File: src/rtl/keypad_pkg.sv
// keypad_pkg: shared types and helpers for the keypad entry block.
//   kp_state_t      - debounce/acceptance FSM states
//   KEYPAD_NUM_KEYS - number of digit keys (0..9)
//   is_onehot()     - exactly one key asserted
//   onehot_to_bcd() - index of the asserted key as a BCD nibble
package keypad_pkg;

   localparam int KEYPAD_NUM_KEYS = 10;

   typedef enum logic [1:0] {
      ST_IDLE       = 2'd0,
      ST_PRESS_DB   = 2'd1,
      ST_HELD       = 2'd2,
      ST_RELEASE_DB = 2'd3
   } kp_state_t;

   function automatic logic is_onehot(input logic [KEYPAD_NUM_KEYS-1:0] v);
      logic seen;
      logic multi;
      seen  = 1'b0;
      multi = 1'b0;
      for (int i = 0; i < KEYPAD_NUM_KEYS; i++) begin
         if (v[i]) begin
            if (seen) multi = 1'b1;
            seen = 1'b1;
         end
      end
      return seen & ~multi;
   endfunction

   // Only meaningful for one-hot inputs; the OR-reduction of indices keeps
   // the logic flat instead of a priority chain.
   function automatic logic [3:0] onehot_to_bcd(input logic [KEYPAD_NUM_KEYS-1:0] v);
      logic [3:0] r;
      r = 4'd0;
      for (int i = 0; i < KEYPAD_NUM_KEYS; i++) begin
         if (v[i]) r = r | 4'(i);
      end
      return r;
   endfunction

endpackage

File: src/rtl/keypad_debounce.sv
// keypad_debounce: registers the raw buttons once and measures how long the
// registered pattern has been steady.
//   clk, reset_n   - clock, synchronous active-low reset
//   keypad_buttons - raw key inputs
//   stable         - the sample btn_q presents at this edge is the
//                    DEBOUNCE_CYCLES-th consecutive identical one
//   stable_value   - btn_q
module keypad_debounce
   import keypad_pkg::*;
#(
   parameter int DEBOUNCE_CYCLES = 4
) (
   input  logic                       clk,
   input  logic                       reset_n,
   input  logic [KEYPAD_NUM_KEYS-1:0] keypad_buttons,
   output logic                       stable,
   output logic [KEYPAD_NUM_KEYS-1:0] stable_value
);

   localparam int CW = $clog2(DEBOUNCE_CYCLES + 1);
   localparam logic [CW-1:0] CNT_MAX  = CW'(DEBOUNCE_CYCLES);
   localparam logic [CW-1:0] CNT_LAST = CW'(DEBOUNCE_CYCLES - 1);

   logic [KEYPAD_NUM_KEYS-1:0] btn_q;
   logic [CW-1:0]              cnt;

   // cnt = number of earlier edges that already consumed the current btn_q
   // value; it returns to 0 whenever btn_q is about to take a new value.
   always_ff @(posedge clk) begin
      if (!reset_n) begin
         btn_q <= '0;
         cnt   <= '0;
      end else begin
         btn_q <= keypad_buttons;
         if (keypad_buttons != btn_q)
            cnt <= '0;
         else if (cnt != CNT_MAX)
            cnt <= cnt + 1'b1;
      end
   end

   assign stable       = (cnt >= CNT_LAST);
   assign stable_value = btn_q;

endmodule

File: src/rtl/keypad_entry.sv
// keypad_entry: debounced 10-key keypad feeding an N-digit BCD shift register.
//   clk, reset_n   - clock, synchronous active-low reset
//   keypad_buttons - one-hot digit keys (bit i = key i)
//   keypad_clear   - clears entry register and digit count (wins over accept)
//   keypad_values  - BCD digits, newest in [3:0]
//   shift_pulse    - one-cycle pulse per stored digit
//   last_key       - most recently stored digit
//   digit_count    - digits entered since clear, saturating at NUM_DIGITS
//   full           - digit_count == NUM_DIGITS
// Build option: KEYPAD_ENTRY_FULL_LOCK_EN - when defined, accepts are ignored
// while full until a clear or reset.
module keypad_entry
   import keypad_pkg::*;
#(
   parameter int NUM_DIGITS      = 4,
   parameter int DEBOUNCE_CYCLES = 4
) (
   input  logic                               clk,
   input  logic                               reset_n,
   input  logic [KEYPAD_NUM_KEYS-1:0]         keypad_buttons,
   input  logic                               keypad_clear,
   output logic [4*NUM_DIGITS-1:0]            keypad_values,
   output logic                               shift_pulse,
   output logic [3:0]                         last_key,
   output logic [$clog2(NUM_DIGITS+1)-1:0]    digit_count,
   output logic                               full
);

   localparam int CW = $clog2(NUM_DIGITS + 1);
   localparam logic [CW-1:0] COUNT_MAX = CW'(NUM_DIGITS);

   logic                       stable;
   logic [KEYPAD_NUM_KEYS-1:0] btn_q;
   logic                       btn_nz;
   logic                       btn_oh;
   logic [3:0]                 digit;
   kp_state_t                  state;
   kp_state_t                  state_nxt;
   logic                       accept;
   logic                       take;
   logic [4*NUM_DIGITS-1:0]    values_shifted;

   keypad_debounce #(
      .DEBOUNCE_CYCLES (DEBOUNCE_CYCLES)
   ) u_debounce (
      .clk            (clk),
      .reset_n        (reset_n),
      .keypad_buttons (keypad_buttons),
      .stable         (stable),
      .stable_value   (btn_q)
   );

   assign btn_nz = |btn_q;
   assign btn_oh = is_onehot(btn_q);
   assign digit  = onehot_to_bcd(btn_q);

   // ---------------- FSM: state register ----------------
   always_ff @(posedge clk) begin
      if (!reset_n) state <= ST_IDLE;
      else          state <= state_nxt;
   end

   // ---------------- FSM: next state ----------------
   // With DEBOUNCE_CYCLES == 1 the first sample already completes the
   // debounce, so IDLE/HELD may skip straight past the counting states.
   always_comb begin
      state_nxt = state;
      unique case (state)
         ST_IDLE: begin
            if (btn_nz) begin
               if (!btn_oh)     state_nxt = ST_HELD;      // chord: wait for release
               else if (stable) state_nxt = ST_HELD;
               else             state_nxt = ST_PRESS_DB;
            end
         end
         ST_PRESS_DB: begin
            // A different one-hot value restarts the count inside the debouncer.
            if (!btn_nz)     state_nxt = ST_IDLE;
            else if (!btn_oh) state_nxt = ST_HELD;
            else if (stable)  state_nxt = ST_HELD;
         end
         ST_HELD: begin
            if (!btn_nz) state_nxt = stable ? ST_IDLE : ST_RELEASE_DB;
         end
         ST_RELEASE_DB: begin
            if (btn_nz)      state_nxt = ST_HELD;
            else if (stable) state_nxt = ST_IDLE;
         end
         default: state_nxt = ST_IDLE;
      endcase
   end

   // ---------------- FSM: outputs ----------------
   always_comb begin
      accept = 1'b0;
      if ((state == ST_IDLE || state == ST_PRESS_DB) && btn_oh && stable)
         accept = 1'b1;
   end

   // ---------------- entry register ----------------
   assign full = (digit_count == COUNT_MAX);

`ifdef KEYPAD_ENTRY_FULL_LOCK_EN
   assign take = accept & ~keypad_clear & ~full;
`else
   assign take = accept & ~keypad_clear;
`endif

   generate
      if (NUM_DIGITS == 1) begin : g_one
         assign values_shifted = digit;
      end else begin : g_many
         assign values_shifted = {keypad_values[4*NUM_DIGITS-5:0], digit};
      end
   endgenerate

   always_ff @(posedge clk) begin
      if (!reset_n) begin
         keypad_values <= '0;
         shift_pulse   <= 1'b0;
         last_key      <= 4'd0;
         digit_count   <= '0;
      end else begin
         shift_pulse <= take;
         if (keypad_clear) begin
            keypad_values <= '0;
            digit_count   <= '0;
         end else if (take) begin
            keypad_values <= values_shifted;
            last_key      <= digit;
            if (digit_count != COUNT_MAX)
               digit_count <= digit_count + 1'b1;
         end
      end
   end

endmodule
File: config.mk
export PLATFORM = sky130hd
export DESIGN_NAME = keypad_entry
export DESIGN_NICKNAME = d
export VERILOG_FILES = /design/src/rtl/keypad_pkg.sv /design/src/rtl/keypad_debounce.sv /design/src/rtl/keypad_entry.sv
export SDC_FILE = /design/constraint.sdc
export NUM_CORES = 1
export LEC_CHECK = 0
export CAP_MARGIN = 20
export CORE_ASPECT_RATIO = 0.9
export CORE_MARGIN = 2
export CORE_UTILIZATION = 25
export DETAILED_ROUTE_END_ITERATION = 6
export PLACE_DENSITY = 0.51
export SLEW_MARGIN = 20
export SYNTH_ARGS = -nofsm -noshare
export SYNTH_HDL_FRONTEND = slang
export SYNTH_HIERARCHICAL = 1
export SYNTH_SLANG_ARGS = --single-unit
File: constraint.sdc
create_clock -name clk -period 3.7 [get_ports clk]
set_input_delay 0.925 -clock clk [delete_from_list [all_inputs] [get_ports clk]]
set_output_delay 0.925 -clock clk [all_outputs]
set_load 0.02 [all_outputs]
# [Word level (Yosys, flattened, before mapping)]
# Cells that the tools add are included.
# Widths: inputs -> output; s select.
[op_classes] addsub=2 n_lt_le_gt_ge=1 eq_ne=11 muxes=49 n_bitwise=5 n_reduce_logical=10
[ops] cell="$mux 1" count=30
[ops] cell="$mux 2" count=12
[ops] cell="$mux 3" count=4
[ops] cell="$ne 10x10->1" count=1
[ops] cell="$reduce_or 10->1" count=1
[ops] cell="$ne 3x3->1 const B" count=3
[ops] cell="$mux 4" count=2
[ops] cell="$pmux 2 s4" count=1
[ops] cell="$add 3x1->3 const B" count=2
[ops] cell="$eq 2x2->1 const B" count=2
[ops] cell="$ne 2x2->1 const B" count=2
[ops] cell="$ne 4x4->1 const B" count=1
[ops] cell="$reduce_and 2->1" count=2
[ops] cell="$reduce_and 4->1" count=1
[ops] cell="$reduce_or 2->1" count=2
[ops] cell="$eq 3x3->1 const B" count=1
[ops] cell="$ge 3x2->1 const B" count=1
[ops] cell="$not 1->1" count=3
[ops] cell="$and 1x1->1" count=2
[ops] cell="$eq 2x1->1 const B" count=1
[ops] cell="$logic_and 1x1->1" count=2
[ops] cell="$logic_not 2->1" count=1
[ops] cell="$logic_or 1x1->1" count=1
[word_totals] regBits=39 inputBits=13 word_cells=85

# [Logic depth before layout (Yosys ltp)]
# Gate-level depths: netlist of the first run.
[logic_depth] word_depth=26 mapped_depth=8 depth_no_buf=8

# [Cells and area by module]
# The synthesis of the first run kept the hierarchy.
[modules_own_cells] mod="keypad_entry" instances=1 cells_each=116 area_each_um2=1182.4
[modules_own_cells] mod="keypad_debounce" instances=1 cells_each=56 area_each_um2=559.3

# [Worst setup path after synthesis of the first run]
# No wires, ideal clock.
[synth_timing] path_type="input to register" startpoint="in keypad_clear" endpoint="reg keypad_values[10]" t_arrival_ns=2.010 required_ns=3.628 slack_ns=1.619 cell_stages=4 cell_sequence="or3b_2 > nor3_4 > buf_12 > mux2i_1"
[synth_via] elab_chain_len=2 elab_cells_between_ends=3 cone_classes="bitwise (2); reduce/logical (1)"
[synth_lines] element="start: declaration" line="keypad_entry.sv:21" source="input logic keypad_clear,"
[synth_lines] element="$not 1->1 (no line)"
[synth_lines] element="$and 1x1->1" line="keypad_entry.sv:106" source="assign take = accept & ~keypad_clear;"
[synth_lines] element="end signal: assignment" line="keypad_entry.sv:129" source="keypad_values <= values_shifted;"
[synth_lines] element="end: declaration" line="keypad_entry.sv:22" source="output logic [4*NUM_DIGITS-1:0] keypad_values,"
# Several ways; a longest one is shown, not always the timed one.
# A chain may end at the register's enable or synchronous reset.

# [Worst setup path after layout of the first run]
[layout_timing] startpoint="in keypad_clear" endpoint="reg keypad_values[15]"
# Same word-level chain as after synthesis.

==> results.py, run 1 <==
metrics = {
    "run_status": {
        "status": "complete, no violations",
    },
    "synthesis": {
        "synth_seq_cells": 38,
        "syn-num-nets": 190,
        "yosys_warnings": 6,
        "syn_inst": 172,
        "yosysSeqAreaShare_pct": 43.7,
        "syn_area_um2": 1740,
        "syn_avg_cell_area_um2": 10.1,
        "synth.distinct_cells": 36,
    },
    "final_layout": {
        "final_cell_mix": "dfxtp_1 (38), clkdlybuf4s50_1 (37), nand2_1 (20)",
        "multi_input_comb_area_um2": 931,
        "final_cell_area_um2": 2350,
        "antenna_cells": 0,
        "final_common_cell": "dfxtp_1",
        "seqCellArea_um2": 761,
        "stdcell_count": 305,
        "drive_gt1_share_pct": 8.84,
        "area_delta_synth_final_pct": 34.7,
        "fin_nets": 232,
        "fillers": 686,
    },
    "place": {
        "dpl.cell_count": 297,
        "dp_hpwl_mm": 2.84,
        "routabilityCongestion": 0.698,
        "post_dp_cell_area_um2": 2210,
        "port_buffers": 37,
    },
    "critical_path": {
        "path_class": "in -> reg",
        "startpoint_type": "primary input",
        "crit_path_max_fanout": 12,
        "ff2ff_setup_slack_ns": 1.26,
        "crit_required_ns": 3.92,
        "arrival_ns": 2.82,
        "cp-end-kind": "flip-flop",
    },
    "drt": {
        "firstDrtPassIters": 4,
        "wl_per_cell_um": 12.4,
        "drtAntennaViolNets": 0,
        "drcViolationCount": 0,
        "top_layer": "met4",
        "met3WireLength_um": 183,
        "drt_iter0_drc": 96,
        "route.met2.wl_mm": 1.65,
        "m1WireLength_mm": 1.89,
        "num_vias": 1380,
        "drt-vias-per-instance": 4.52,
        "finalWirelength_mm": 3.77,
    },
    "global_routing": {
        "antenna_found_initial": 0,
        "grt_usage_pct": 10.4,
        "grt_max_degree": 21,
        "grt_first_pass_wirelength_mm": 6.34,
        "first_global_vias": 1330,
        "grt_overflow": 0,
    },
    "pwr": {
        "comb_power_share_pct": 9.0,
        "intPower_uw": 725,
        "switching_power_uw": 206,
        "power_frac_seq_pct": 45.8,
        "total_power_uw": 931,
        "leakage_uw": 0.000872,
        "clock_power_share_pct": 45.2,
        "worst_ir_drop_vdd_mv": 0.115,
        "pwr_density_cell_nw_per_um2": 397,
        "swShare_pct": 22.1,
    },
    "clock_network": {
        "cts_buffer_depth": 2,
        "ctsHoldBuffers": 0,
        "path_clk_slew_ns": 0.07,
        "cts_tree": "yes",
        "htreeDepth": 2,
        "cts.sinks": 38,
        "cts_root_buffer": "clkbuf_8",
        "cts_setup_buffers": 0,
        "numCtsBuffers": 5,
        "clk_latency_ns": 0.29,
        "ctsResizeCount": 0,
    },
    "timing": {
        "finalSetupTns_ns": 0,
        "period_needed_ns": 2.60,
        "worst_pin_slew_ns": 0.796,
        "setup_violations": 0,
        "relSlewSlack_pct": 46.4,
        "hold_viol_final": 0,
        "max_freq_mhz": 384,
        "finalCritPeriodShare_pct": 70.4,
        "slew_viol_final": 0,
        "finClkSkew_ns": 0.00399,
        "rsz0062_at_grt": "false",
    },
    "floorplanning": {
        "boundaryPins": 38,
        "start_util_pct": 26.2,
        "rows": 28,
        "die_h_um": 83.2,
        "die_area_um2": 7650,
        "die_w_um": 92.0,
        "core_area_um2": 6660,
    },
    "min_path": {
        "min_path_type": "reg -> reg",
    },
    "flow_run": {
        "drv_cap": 0,
    },
}
## sequential cells by signal, indices dropped and copies added (netlist names)
register                 count
state                        1
u_debounce/cnt               3
u_debounce/stable_value     10
shift_pulse                  1
keypad_values               16
last_key                     4
digit_count                  3
## synth_stat cells (all sizes together)
master	instances	area, um^2
and2	11	68.8
a21bo	1	10.0
nor4	7	58.8
o311a	1	11.3
maj3	2	20.0
a21oi	4	20.0
o211a	8	80.1
nand3	3	15.0
ha	5	62.6
nand3b	1	7.51
inv	5	18.8
nand4	8	50.1
nor2b	2	12.5
mux2	1	15.0
nor2	5	18.8
and4	1	8.76
nand2	20	75.1
and3	1	6.26
nor3b	1	7.51
or3	1	6.26
xnor2	11	96.3
mux2i	14	144
a41oi	1	8.76
o21ai	3	15.0
o311ai	1	16.3
clkbuf	3	11.3
or3b	1	8.76
nand2b	2	12.5
dfxtp	38	761
o211ai	1	7.51
o31ai	2	15.0
nor3	6	52.6
buf	1	20.0
## cell type report
type / count / share of cell area [%]
timing repair buffer: 39 / 16.4
clock inverter: 3 / 2.93
multi-input combinational: 125 / 39.7
inverter: 5 / 0.800
clock buffer: 5 / 2.93
sequential: 38 / 32.4
tap: 90 / 4.80
## per-layer routing
metal / GRT usage (%) / vias to the layer above
met3: 2.90 / 2
met5: 0 / -
li1: - / 709
met2: 14.8 / 37
met1: 14.7 / 632
met4: 4.48 / 0
## worst max-delay path, cell delays in order
cell             delay (ns)
clkdlybuf4s50_1        0.45
or3b_2                 0.57
nor3_4                 0.61
mux2i_1                0.26
## cells by family after synthesis
logic type,count (synthesis),synth area share [%]
buffers and inverters,9,2.87
multiplexers,15,9.12
XOR/XNOR,11,5.53
flip-flops,38,43.7
AND/OR/NAND/NOR,70,23.5
AO/OA/AOI/OAI,22,10.6
adder cells (fa/ha/maj),7,4.74
## metrics by stage
stage / setup slack (ns) / util, % / hold slack (ns)
final: 1.10 / 35.2 / 0.461
after CTS: 1.08 / 35.2 / 0.468
after global routing: 1.00 / 35.2 / 0.491
after global placement: 0.848 / 33.2 / 0.450
after floorplan: 1.62 / - / 0.518
after detailed placement: 0.810 / 33.2 / 0.458
## path summary, 6_finish.rpt
kind / startpoint / endpoint / depth (start not counted)
setup reg to reg: u_debounce/stable_value[1] / keypad_values[15] / 4
hold reg to reg: keypad_values[12] / keypad_values[12] / 2
setup / recovery: keypad_clear / keypad_values[15] / 4
hold / removal: keypad_values[12] / keypad_values[12] / 2
## power groups by stage
stage,logic [uW],registers (uW),clock network [uW]
final,83.3,426,421
after global routing,91.3,428,460
after CTS,83.9,426,435
after detailed placement,83.6,436,0
after floorplan,55.1,433,0
after global placement,82.8,436,0
Note: power is estimated with default switching activity, not from simulation.
==> run 2, diff against run 1 <==
PLACE_DENSITY = 0.53   (was 0.51)
clock period = 2.1 ns   (was 3.7 ns; I/O delays follow)
==> results.py, run 2 (same netlist as run 1, synthesis figures left out) <==
metrics = {
    "clock_network": {
        "clk_latency_ns": 0.30,
        "htreeDepth": 2,
        "cts_tree": "yes",
        "path_clk_slew_ns": 0.07,
        "cts.sinks": 38,
        "numCtsBuffers": 5,
        "ctsHoldBuffers": 0,
        "cts_buffer_depth": 2,
        "cts_setup_buffers": 0,
        "cts_root_buffer": "clkbuf_8",
    },
    "place": {
        "dp_hpwl_mm": 2.81,
        "port_buffers": 37,
        "dpl.cell_count": 305,
        "routabilityCongestion": 0.736,
    },
    "floorplanning": {
        "boundaryPins": 38,
        "die_h_um": 83.2,
        "core_area_um2": 6660,
        "die_w_um": 92.0,
        "rows": 28,
        "start_util_pct": 26.2,
        "die_area_um2": 7650,
    },
    "timing": {
        "setup_violations": 0,
        "relSlewSlack_pct": 64.1,
        "rsz0062_at_grt": "false",
        "worst_pin_slew_ns": 0.538,
        "finalCritPeriodShare_pct": 93.8,
        "finClkSkew_ns": 0.0131,
        "max_freq_mhz": 507,
        "slew_viol_final": 0,
        "hold_viol_final": 0,
        "period_needed_ns": 1.97,
        "whs_ns": 0.458,
    },
    "final_layout": {
        "final_common_cell": "dfxtp_1",
        "final_cell_mix": "dfxtp_1 (38), clkdlybuf4s50_1 (36), nand2_1 (20)",
        "area_delta_synth_final_pct": 38.9,
        "layout.core_utilization_pct": 36.4,
        "largest_reg_flops": 16,
        "antenna_cells": 0,
        "regMostFlops": "keypad_values",
        "fillers": 707,
        "drive_gt1_share_pct": 12.1,
        "fin_nets": 240,
        "stdcell_count": 313,
    },
    "pwr": {
        "leakage_uw": 0.000923,
        "total_power_uw": 1670,
        "worst_ir_drop_vdd_mv": 0.394,
        "clock_power_share_pct": 45.4,
        "switching_power_uw": 380,
        "comb_power_share_pct": 9.5,
        "pwr_density_cell_nw_per_um2": 689,
        "power_frac_seq_pct": 45.1,
        "intPower_uw": 1290,
        "swShare_pct": 22.8,
    },
    "drt": {
        "wl_per_cell_um": 12.1,
        "firstDrtPassIters": 4,
        "drcViolationCount": 0,
        "drt_iter0_drc": 36,
        "drt-vias-per-instance": 4.40,
        "drtAntennaViolNets": 0,
        "finalWirelength_mm": 3.78,
        "num_vias": 1377,
    },
    "global_routing": {
        "grt_usage_pct": 10.9,
        "first_global_vias": 1343,
        "grt_max_degree": 21,
        "grt_overflow": 0,
        "grt_first_pass_wirelength_mm": 6.55,
        "antenna_found_initial": 0,
    },
    "min_path": {
        "min_path_type": "reg -> reg",
    },
    "critical_path": {
        "crit_chain": "inv_1, ha_1, and2_1, dlygate4sd2_1",
        "crit_required_ns": 1.57,
        "crit_family": "buffers and inverters",
        "arrival_ns": 1.45,
        "crit_path_max_fanout": 4,
        "cp-end-kind": "output port",
        "crit_slowest_cell": "dfxtp_1",
        "crit_path_max_incr_delay_ns": 0.38,
        "crit_buf_inv": 2,
        "startpoint_type": "flip-flop",
        "path_class": "reg -> out",
    },
    "run_status": {
        "status": "complete, no violations",
    },
    "flow_run": {
        "drv_cap": 0,
    },
}
-- run 2: changes by cell type in the layout (fill, tap and decap cells not counted) --
cell             previous run  this run
dlygate4sd2_1               0         1
o21ai_0                     3         2
clkdlybuf4s50_1            37        36
buf_12                      0         1
or3b_4                      0         1
buf_4                       2         9
or3b_2                      1         0
o21ai_1                     0         1
-- run 2: timing repair --
action | CTS | global route
gates resized for setup | 1 | 2
pin swaps | 0 | 1
endpoints found under the setup margin | 1 | 23
gates cloned | 0 | 0
-- run 2: power by group through the flow --
stage               Sequential, uW  Combinational (uW)  Clock, uW
floorplan                      763                97.1          0
global placement               768                 159          0
detailed placement             768                 159          0
CTS                            751                 159        771
global route                   754                 175        810
finish                         751                 159        757
-- run 2: area by class of cell --
class	count	area (um^2)	share of cell area (%)
Clock inverter	3	68.8	2.84
Inverter	5	18.8	0.776
Multi-Input combinational cell	125	933	38.6
Tap cell	90	113	4.65
Timing Repair Buffer	47	457	18.9
Sequential cell	38	761	31.4
Clock buffer	5	68.8	2.84
-- run 2: final timing paths --
path / start / endpoint / slack [ns] / cells past startpoint
worst max register to register: u_debounce/cnt[0] / keypad_values[11] / 0.20 / 8
worst max-delay path: digit_count[0] / full / 0.13 / 4
worst min register to register: keypad_values[15] / keypad_values[15] / 0.46 / 2
worst min-delay path: keypad_values[15] / keypad_values[15] / 0.46 / 2
-- run 2: tightest hold or removal path, delay by kind of cell, from the launching register on --
kind	cells	cell delay, ns
muxes	1	0.05
and+or+nand+nor	1	0.05
DFF	1	0.31
-- run 2: metal layers --
layer | vias up | routed length (um) | GRT usage [%]
li1 | 721 | - | -
met2 | 24 | 1580 | 15.2
met4 | 0 | 73 | 4.88
met1 | 626 | 2000 | 15.2
met5 | - | 0 | 0
met3 | 6 | 127 | 3.45
-- run 2: through the flow --
step / TNS (ns) / cell area (um^2) / setup WS, ns
after global routing: 0 / 2420 / 0.0124
after detailed placement: -0.513 / 2280 / -0.0498
after floorplan: 0 / 1740 / 0.134
after CTS: 0 / 2420 / 0.0529
after global placement: -0.234 / 2280 / -0.0228
final: 0 / 2420 / 0.129
==> run 3, diff against run 2 <==
clock period = 1.8 ns   (was 2.1 ns; I/O delays follow)
==> results.py, run 3 (same netlist as run 1, synthesis figures left out) <==
metrics = {
    "drt": {
        "num_vias": 1508,
        "finalWirelength_mm": 4.21,
        "drtAntennaViolNets": 0,
        "firstDrtPassIters": 4,
        "drt_iter0_drc": 64,
        "drt-vias-per-instance": 4.47,
        "wl_per_cell_um": 12.5,
        "drcViolationCount": 0,
    },
    "floorplanning": {
        "die_area_um2": 7650,
        "start_util_pct": 26.2,
        "boundaryPins": 38,
        "die_h_um": 83.2,
        "rows": 28,
        "die_w_um": 92.0,
        "core_area_um2": 6660,
    },
    "critical_path": {
        "crit_required_ns": 2.01,
        "crit_path_start": "u_debounce/cnt[0]",
        "arrival_ns": 2.04,
        "reg2reg_depth": 8,
        "path_class": "reg -> reg",
        "r2r_end": "keypad_values[9]",
        "crit_path_end": "keypad_values[9]",
        "cp-end-kind": "flip-flop",
        "ff2ff_setup_slack_ns": -0.03,
        "crit_path_max_fanout": 6,
        "startpoint_type": "flip-flop",
        "timing.rr.start": "u_debounce/cnt[0]",
    },
    "global_routing": {
        "grt_usage_pct": 11.9,
        "grt_max_degree": 21,
        "grt_first_pass_wirelength_mm": 7.24,
        "grt_overflow": 0,
        "first_global_vias": 1516,
        "antenna_found_initial": 0,
    },
    "pwr": {
        "leakage_uw": 0.00109,
        "total_power_uw": 1700,
        "worst_ir_drop_vdd_mv": 0.274,
        "pwr_density_cell_nw_per_um2": 626,
    },
    "final_layout": {
        "area_delta_synth_final_pct": 55.5,
        "final_cell_mix": "dfxtp_1 (34), clkdlybuf4s50_1 (34), buf_4 (29)",
        "largest_reg_flops": 16,
        "layout.core_utilization_pct": 40.7,
        "fillers": 675,
        "antenna_cells": 0,
        "regMostFlops": "keypad_values",
        "drive_gt1_share_pct": 27.5,
        "fin_nets": 266,
    },
    "clock_network": {
        "cts.sinks": 38,
        "htreeDepth": 2,
        "numCtsBuffers": 5,
        "cts_tree": "yes",
        "cts_buffer_depth": 2,
        "cts_root_buffer": "clkbuf_8",
        "clk_latency_ns": 0.28,
        "path_clk_slew_ns": 0.07,
    },
    "place": {
        "dpl_worst_slack_ns": -0.177,
        "routabilityCongestion": 0.746,
        "port_buffers": 37,
        "dp_hpwl_mm": 3.12,
    },
    "timing": {
        "slew_viol_final": 0,
        "period_needed_ns": 1.83,
        "relSlewSlack_pct": 73.7,
        "setup_violations": 19,
        "finClkSkew_ns": 0.00527,
        "max_freq_mhz": 546,
        "finalCritPeriodShare_pct": 102,
        "rsz0062_at_grt": "true",
        "layout_setup_ws_ns": -0.0316,
        "hold_viol_final": 0,
        "worst_pin_slew_ns": 0.394,
    },
    "run_status": {
        "violations": "negative setup slack",
        "status": "finished, violations left",
    },
    "flow_run": {
        "drv_cap": 0,
    },
    "min_path": {
        "min_path_type": "reg -> reg",
    },
}
run 3: metrics by stage:
stage | std cells | cell area, um^2 | hold slack (ns) | setup TNS [ns]
floorplan | 172 | 1790 | 0.531 | -0.431
global placement | 320 | 2460 | 0.445 | -2.86
detailed placement | 320 | 2460 | 0.451 | -2.49
CTS | 336 | 2650 | 0.461 | -0.478
global route | 337 | 2710 | 0.499 | -2.65
finish | 337 | 2710 | 0.459 | -0.276
run 3: layout make-up:
type	count	area, um^2	area share (%)
multi-input cells	125	1050	38.7
flip-flops and latches	38	771	28.5
repair buffers	73	676	25.0
well taps	90	113	4.16
clock buffers	6	82.6	3.05
inverters	5	18.8	0.693
run 3: critical path, cell delays in order, from the launching register on:
cell and delay (ns):
dfxtp_4 0.36, ha_4 0.14, ha_4 0.11, nor2_1 0.03
o21ai_1 0.10, or3b_4 0.45, nor3_4 0.21, buf_6 0.17
mux2i_1 0.19
run 3: what timing repair did:
| action | in CTS | in global routing |
|---|---|---|
| cloned | 1 | 0 |
| endpoints found under the setup margin | 13 | 26 |
| setup buffers | 9 | 4 |
| gates resized for setup | 9 | 19 |
| endpoints found under the hold margin | 0 | 0 |
| hold buffers | 0 | 0 |
| pin swaps | 5 | 8 |
run 3: worst min-delay path by stage:
stage / startpoint / to / slack (ns) / cells after the start
after floorplan: u_debounce/cnt[1] / u_debounce/cnt[1] / 0.53 / 2
after global placement: keypad_values[15] / keypad_values[15] / 0.44 / 2
after detailed placement: keypad_values[13] / keypad_values[13] / 0.45 / 2
after CTS: keypad_values[13] / keypad_values[13] / 0.46 / 2
after global routing: keypad_values[14] / keypad_values[14] / 0.50 / 2
final: keypad_values[13] / keypad_values[13] / 0.46 / 2
run 3: where the power goes:
part / total [uW] / leakage (uW) / internal [uW] / switching [uW]
Sequential: 870 / 0.000311 / 853 / 17.2
Clock: 566 / 0.0000431 / 295 / 271
Combinational: 259 / 0.000739 / 136 / 124
Total: 1700 / 0.00109 / 1280 / 412
run 3: per-layer routing:
layer  part of all wire [%]  global-route usage, %  up-vias
met2                     47                   18.6       23
met4                    1.8                   5.70        0
met1                     48                   15.5      710
li1                       -                      -      771
met3                    2.6                   2.63        4
met5                      0                      0        -
==> RTL edit, RTL diff (settings of run 3) <==
Add a define of `KEYPAD_ENTRY_FULL_LOCK_EN`.
--- a/src/rtl/keypad_entry.sv
+++ b/src/rtl/keypad_entry.sv
@@ -11,2 +11,4 @@
 // while full until a clear or reset.
+`define KEYPAD_ENTRY_FULL_LOCK_EN
+
 module keypad_entry
Formal check against the unedited RTL: same outputs for any inputs over 10 cycles, from zero or initial values and one cycle with reset_n low; that may be too few to reach the edited logic, so the function may still have changed.
==> RTL edit against run 3 <==
  * Area after synthesis up 1.1%
  * Global-route usage down 0.52 points
  * Wire length up 1.0%
  * Worst setup slack worse by 0.17 ns
  * Largest power group unchanged
  * Sequential cell count unchanged
  * Total power up 0.58%
  * Critical endpoint is now digit_count[0]$_SDFFE_PP0P_
  * Core utilization down 1.6 points
  * The run still ends with negative setup slack left
  * Cell area about the same
==> RTL edit: results (changes against run 3) <==
result of the run=finished with violations; failing checks=negative setup slack; Compound-Gate Fraction of Synth Area=0.106 (+0.000296); setup total negative slack=-3.62 ns (-3.35 ns); clock buffers created by TritonCTS=5 (unchanged); Starting DRT DRC Count=77 (+20%); number of enable-type register cells in the synthesized netlist=0 (unchanged); WL met2=2020 um (+1.7%); share of final-layout standard cells stronger than drive strength 1=0.289 (+0.0139); Worst Setup Path Type=flop to flop; global routing met2 resource utilization=0.188 (+0.00129); GRT Util Overall=0.114 (-0.00522); routed length on met3=174 um (+61%); commonest cells in the netlist=38 x sky130_fd_sc_hd__dfxtp_1, 21 x sky130_fd_sc_hd__nand2_1, 14 x sky130_fd_sc_hd__mux2i_1, 12 x sky130_fd_sc_hd__and2_1, 11 x sky130_fd_sc_hd__xnor2_1; post-detailed-route wirelength per cell=12.4 um (-0.48%); number of flip-flops in the largest register=16 (unchanged); detailed-route via count=1522 (+0.93%); number of diodes added for antenna fixing=0 (unchanged); destination of the worst hold path=keypad_values[12]$_SDFFE_PP0P_; Ys Warns=6 (unchanged); post-synth cell types=36 (unchanged); Final Wtd Congestion=0.744 (-0.23%); worst hold slack=0.461 ns (+0.00214 ns); worst ir drop on vdd=0.000232 V (-15%); proportion of register bits with asynchronous set or reset after synthesis=0 (unchanged); Synth Area in XOR/XNOR=0.0547 (-0.000590); Adder-Cell Fraction of Synth Area=0.0355 (-0.0119); DP Wirelength=3120 um (about the same); CP Data Arrival Time=2.18 ns (+0.14 ns); Post-Syn Nets=193 (+1.6%); number of cells traversed by the worst hold path=2 (unchanged); start point of the worst hold path=keypad_values[12]$_SDFFE_PP0P_; global routing met3 resource utilization=0.0298 (+0.00349); grt met1 use=0.140 (-0.0150); worst slack after detailed placement=-0.331 ns (-0.154 ns); peak per-stage delay on the critical path=0.45 ns (about the same); Setup-failing EPs final=21 (+2); top area cells in the synthesized netlist=sky130_fd_sc_hd__dfxtp_1 43%, sky130_fd_sc_hd__mux2i_1 8.0%, sky130_fd_sc_hd__xnor2_1 5.5%; clock transition at the register clock pins on the worst setup and hold paths after CTS=0.07 ns (about the same); R2R Path Start=u_debounce/cnt[1]$_SDFFE_PP0P_; routed length on met1=1970 um (-3.4%); register bank with the most flops=keypad_values; number of global-route vias before repair=1507 (-0.59%); portion of netlist area occupied by mux cells=0.0796 (-0.0116); number of antenna violations at the first check in global routing=0 (unchanged); Clock Tree Buf Depth=2 (unchanged); Critical Path Sink Type=flop; setup slack of the critical path after layout=-0.203 ns (-0.171 ns); Worst Tran Pin Value=0.417 ns (+0.0227 ns); later-pin clock latency in the skew report=0.29 ns; Pleak=1.10 nW (+0.84%); largest net degree at the start of global routing=18 (-14%); register area share after synthesis=0.432 (-0.00466); end of the worst register-to-register path=digit_count[0]$_SDFFE_PP0P_; net total in the final layout=266 (unchanged); R2R cell count=11 (+3); top layer reached by signal wires=met4; Clock Skews=0.00214 ns (-0.00313 ns); maximum fanout along the worst path=2 (-4); wire length of the first global-routing pass=7020 um (-3.0%)
-- RTL edit: per-stage QoR --
stage / utilization / area, um2 / instances / total power [mW]
finish: 0.390 / 2710 / 342 / 1.71
CTS: 0.378 / 2620 / 338 / 1.70
global placement: 0.357 / 2470 / 327 / 1.09
global route: 0.390 / 2710 / 342 / 1.79
detailed placement: 0.357 / 2470 / 327 / 1.10
floorplan: - / 1800 / 175 / 1.01
-- RTL edit: power by group --
group	switching [mW]	total, mW	internal (mW)
sequential	0.0243	0.879	0.854
combinational	0.108	0.223	0.115
clock	0.297	0.605	0.308
total	0.429	1.71	1.28
-- RTL edit: area by class of cell --
type                       instances  area [um2]
clock buffer                       6        82.6
clock inverter                     2        12.5
fill                             692        4230
inverter                           6        22.5
multi-input combinational        125        1010
sequential                        38         774
tap                               93         116
timing repair buffer              72         691
-- RTL edit: what timing repair did --
item	4_1_cts	5_1_grt
resized for setup	7	20
pin swaps	9	7
buffers inserted	2	3
endpoints found under the setup margin	25	29
gates cloned	1	1
